`src/rtl/ref_level_seq.sv`:
```
// Sequencer for the slicer reference-level accumulator: drives clear/hold so each
// latched ref_level is the mean |dec_var| over exactly 2^ACC_LOG2 symbols.
module ref_level_seq #(
    parameter int unsigned ACC_LOG2    = 22,
    parameter int unsigned SETTLE_SYMS = 16,
    parameter int unsigned CNT_W       = 16
) (
    input  logic             clk,
    input  logic             reset,
    input  logic             clk_en,
    input  logic             start,
    input  logic             continuous,
    input  logic             abort,
    output logic             acc_clear,
    output logic             acc_hold,
    output logic             ref_valid,
    output logic             busy,
    output logic [CNT_W-1:0] window_count
);

    // sym_cnt is shared by SETTLE and ACCUM; one spare bit keeps the terminal compare overflow-free
    localparam int unsigned SYM_W = ACC_LOG2 + 1;

    localparam logic [SYM_W-1:0] WIN_LAST    = {1'b0, {ACC_LOG2{1'b1}}};
    localparam logic [SYM_W-1:0] SETTLE_LAST = SYM_W'(SETTLE_SYMS - 1);

    typedef enum logic [2:0] {
        S_IDLE   = 3'd0,
        S_SETTLE = 3'd1,
        S_ACCUM  = 3'd2,
        S_LATCH  = 3'd3,
        S_DONE   = 3'd4
    } state_t;

    state_t             state_q;
    state_t             state_d;
    logic [SYM_W-1:0]   sym_cnt_q;
    logic [SYM_W-1:0]   sym_cnt_d;
    logic               ref_valid_d;
    logic [CNT_W-1:0]   window_count_d;
    logic               acc_clear_d;
    logic               acc_hold_d;
    logic               busy_d;

    // Next-state, counters and Moore decode of the next state
    always_comb begin
        state_d        = state_q;
        sym_cnt_d      = sym_cnt_q;
        ref_valid_d    = ref_valid;
        window_count_d = window_count;

        unique case (state_q)
            S_IDLE, S_DONE: begin
                if (start) begin
                    state_d   = S_SETTLE;
                    sym_cnt_d = '0;
                end
            end
            S_SETTLE: begin
                if (clk_en) begin
                    if (sym_cnt_q == SETTLE_LAST) begin
                        state_d   = S_ACCUM;
                        sym_cnt_d = '0;
                    end else begin
                        sym_cnt_d = sym_cnt_q + SYM_W'(1);
                    end
                end
            end
            S_ACCUM: begin
                if (clk_en) begin
                    if (sym_cnt_q == WIN_LAST) begin
                        state_d   = S_LATCH;
                        sym_cnt_d = '0;
                    end else begin
                        sym_cnt_d = sym_cnt_q + SYM_W'(1);
                    end
                end
            end
            S_LATCH: begin
                // hold was high this cycle, so the latch completes even under abort
                if (clk_en) begin
                    ref_valid_d    = 1'b1;
                    window_count_d = window_count + CNT_W'(1);
                    sym_cnt_d      = '0;
                    state_d        = continuous ? S_ACCUM : S_DONE;
                end
            end
            default: begin
                state_d   = S_IDLE;
                sym_cnt_d = '0;
            end
        endcase

        if (abort) begin
            state_d   = S_IDLE;
            sym_cnt_d = '0;
        end

        acc_clear_d = (state_d != S_ACCUM);
        acc_hold_d  = (state_d == S_LATCH);
        busy_d      = (state_d == S_SETTLE) || (state_d == S_ACCUM) || (state_d == S_LATCH);
    end

    // State, counters and registered control outputs
    always_ff @(posedge clk) begin
        if (reset) begin
            state_q      <= S_IDLE;
            sym_cnt_q    <= '0;
            ref_valid    <= 1'b0;
            window_count <= '0;
            acc_clear    <= 1'b1;
            acc_hold     <= 1'b0;
            busy         <= 1'b0;
        end else begin
            state_q      <= state_d;
            sym_cnt_q    <= sym_cnt_d;
            ref_valid    <= ref_valid_d;
            window_count <= window_count_d;
            acc_clear    <= acc_clear_d;
            acc_hold     <= acc_hold_d;
            busy         <= busy_d;
        end
    end

endmodule

```
`config.mk`:
```
export PLATFORM = sky130hd
export DESIGN_NAME = ref_level_seq
export DESIGN_NICKNAME = d
export VERILOG_FILES = /design/src/rtl/ref_level_seq.sv
export SDC_FILE = /design/constraint.sdc
export NUM_CORES = 1
export LEC_CHECK = 0
export ABC_AREA = 0
export CAP_MARGIN = 40
export CORE_MARGIN = 4
export CORE_UTILIZATION = 40
export CTS_CLUSTER_DIAMETER = 200
export DETAILED_ROUTE_END_ITERATION = 6
export PLACE_DENSITY = 0.65
export SETUP_SLACK_MARGIN = 0.5
export SYNTH_ARGS = -nofsm -noshare
export SYNTH_HDL_FRONTEND = slang
export SYNTH_SLANG_ARGS = --single-unit
```
`constraint.sdc`:
```
create_clock -name clk -period 3.3 [get_ports clk]
set_input_delay 0.66 -clock clk [delete_from_list [all_inputs] [get_ports clk]]
set_output_delay 0.66 -clock clk [all_outputs]
set_load 0.01 [all_outputs]
```
==> results.py <==
metrics = {
    "cts": {
        "clock-root-buffer": "clkbuf_8",
        "ctsLongestPathBuffers": 2,
        "ctsResizeCount": 0,
        "ctsHtreeMaxLevel": 2,
        "postCtsHoldBufs": 0,
        "post_cts_buffers": 0,
        "clk_pin_slew_ps": 80,
        "cts_tree": "yes",
        "cts.sinks": 46,
        "cts_buffers": 5,
        "clkLatencyLatePin_ps": 290,
    },
    "route": {
        "num_vias": 1823,
        "ant_nets": 0,
        "drcViolationCount": 0,
        "post_drt_wl_per_cell_um": 12.0,
        "dr.first_iter.drc_count": 119,
        "vias_per_cell": 5.16,
        "dr.pass1.iters": 4,
        "drt_wl_total_um": 4220,
    },
    "power_and_ir_drop": {
        "power.total_w": 0.000916,
        "peakVddDrop_mv": 0.163,
        "power_leakage_nw": 0.834,
        "p_per_area_nw_per_um2": 355,
    },
    "logic_synthesis": {
        "synth_top_area_share_pct": 42.3,
        "synth_cell_types": 39,
        "ys_ff_latch": 46,
        "synth_edf_count": 0,
        "ys.flop_type": "dfxtp_1",
        "synth_area_leader_cell": "dfxtp_1",
        "syn_area_um2": 2170,
        "yosys_warnings": 0,
        "synth_area_per_cell_um2": 8.56,
        "syn-num-nets": 262,
        "synthTopCellsByArea": "dfxtp_1 42%, xnor2_1 8.9%, nor2_1 8.3%",
        "syn_inst": 254,
        "yosysSeqAreaShare_pct": 42.3,
        "async_reset_ff_share_pct": 0,
    },
    "sta": {
        "skew_ps": 5.13,
        "tns_ps": 0,
        "fin_crit_sh_pct": 72.4,
        "max_slew.worst_pin.slew_ps": 685,
        "finalMaxSlewViolations": 0,
        "rsz0062_at_grt": "false",
        "setup_violations": 0,
        "fmax_mhz": 418,
        "whs_ps": 490,
        "max_slew_margin_pct": 54.1,
        "finalHoldViolCount": 0,
        "fin_crit_ps": 2390,
    },
    "floorplanning": {
        "ios": 26,
        "die_x_um": 81.7,
        "die-area_um2": 6680,
        "coreArea_um2": 5170,
        "die_y_um": 81.7,
        "num_rows": 26,
        "initial_core_util_pct": 42.0,
    },
    "flow_run": {
        "drv_cap": 0,
    },
    "final_layout": {
        "most-common-layout-cells": "48 x nor2_1, 46 x dfxtp_1, 25 x clkdlybuf4s50_1",
        "fin_nets": 291,
        "final_common_cell": "nor2_1",
        "area_growth_pct": 18.6,
        "antenna_cells": 0,
        "drive_gt1_share_pct": 5.65,
        "final_util_pct": 49.9,
        "nFillCells": 503,
    },
    "setup_path": {
        "cp_max_fo": 9,
        "reg2reg_setup_slack_ps": 980,
        "path_cells": "clkdlybuf4s50_1 > and4b_1 > nand4_1 > nor4_1 > xnor2_1 > nor2_1",
        "critical_path_required_ps": 3490,
        "start_kind": "input port",
        "path_buf_inv": 1,
        "crit_family": "simple AND/OR/NAND/NOR gates",
        "endpoint_kind": "register",
        "critPathKind": "input port to register",
        "cpPeakStageDelay_ps": 540,
        "worstPathArrival_ps": 2580,
        "cp_slowest_cell": "clkdlybuf4s50_1",
    },
    "global_route": {
        "grt_pass1_vias": 1732,
        "grt_start_max_net_pins": 24,
        "antenna_found_initial": 0,
        "grt_pass1_wl_um": 7500,
        "track_usage_pct": 14.3,
        "overflow": 0,
    },
    "placed_design": {
        "gp_congestion": 0.816,
        "port_buffers": 25,
        "dp_hpwl_um": 3030,
    },
    "run_status": {
        "status": "finished, final reports clean",
    },
    "hold_path": {
        "min_path_type": "register to register",
    },
}
==> kinds of logic (layout without fill, tap and decap cells) <==
group / after synthesis / after routing / share of synthesized area, %
AO/OA/AOI/OAI: 27 / 27 / 8.80
XOR/XNOR: 31 / 31 / 12.5
adder cells (fa/ha/maj): 2 / 2 / 1.15
buffers and inverters: 16 / 45 / 3.45
flip-flops: 46 / 46 / 42.3
multiplexers: 2 / 2 / 0.921
AND/OR/NAND/NOR: 130 / 130 / 30.8
==> per-stage QoR <==
step / cell area [um^2] / worst slack, ps / instances
floorplan: 2170 / 1150 / 254
global placement: 2500 / 645 / 346
detailed placement: 2500 / 577 / 346
CTS: 2580 / 902 / 353
global route: 2580 / 750 / 353
finish: 2580 / 909 / 353
==> worst reg2reg max path, stage by stage (launching register included) <==
cell     delay, ps
dfxtp_1        360
or4_1          510
or4_1          460
o211a_4        290
o31ai_4        210
buf_4          300
nor2_1          90
==> registers in the layout (all words and copies together) (netlist names) <==
register,count
busy,1
state_q,3
acc_hold,1
ref_valid,1
acc_clear,1
sym_cnt_q,23
window_count,16
==> cells in the mapped netlist, types with 3 or more instances <==
cell and instances:
xor2_1 9, nand4_1 10, xnor2_1 22, or3_1 3, clkbuf_1 5, o21ai_0 7
nor3_1 8, nand2_1 13, nor2b_1 7, dfxtp_1 46, o22ai_1 4, nand3_1 8
nor2_1 48, nor4_1 11, and3_1 5, and4_1 5, a21oi_1 6, inv_1 9
==> final timing paths <==
check                       startpoint                             to  cells past startpoint
min             ref_valid$_SDFFE_PP0P_         ref_valid$_SDFFE_PP0P_                      2
min reg2reg     ref_valid$_SDFFE_PP0P_         ref_valid$_SDFFE_PP0P_                      2
max reg2reg  sym_cnt_q[4]$_SDFFE_PP0P_      sym_cnt_q[1]$_SDFFE_PP0P_                      6
max                             clk_en  window_count[13]$_SDFFE_PP0P_                      6
==> where the power goes <==
group	internal (W)	switching [W]	total (W)	leakage, nW
registers	0.000556	0.00000192	0.000558	0.371
clock network	0.000142	0.000179	0.000321	0.0438
logic	0.0000157	0.0000211	0.0000367	0.420
==> metal layers <==
layer	wire, um	track usage (%)	vias to the layer above	part of all wire (%)
met5	0	0	-	0
met4	61	7.14	0	1.4
met3	203	3.07	5	4.8
met2	1990	24.6	34	47
met1	1970	16.6	834	47
li1	-	-	950	-
==> cell type report <==
cell class	count	area (um^2)	area share, %
clock buffer	5	68.8	2.67
clock inverter	2	10.0	0.388
inverter	9	33.8	1.31
multi-input combinational	192	1180	45.7
sequential	46	921	35.7
tap	70	87.6	3.39
timing repair buffer	29	280	10.9
No activity file was read; power rests on OpenSTA's default activity.
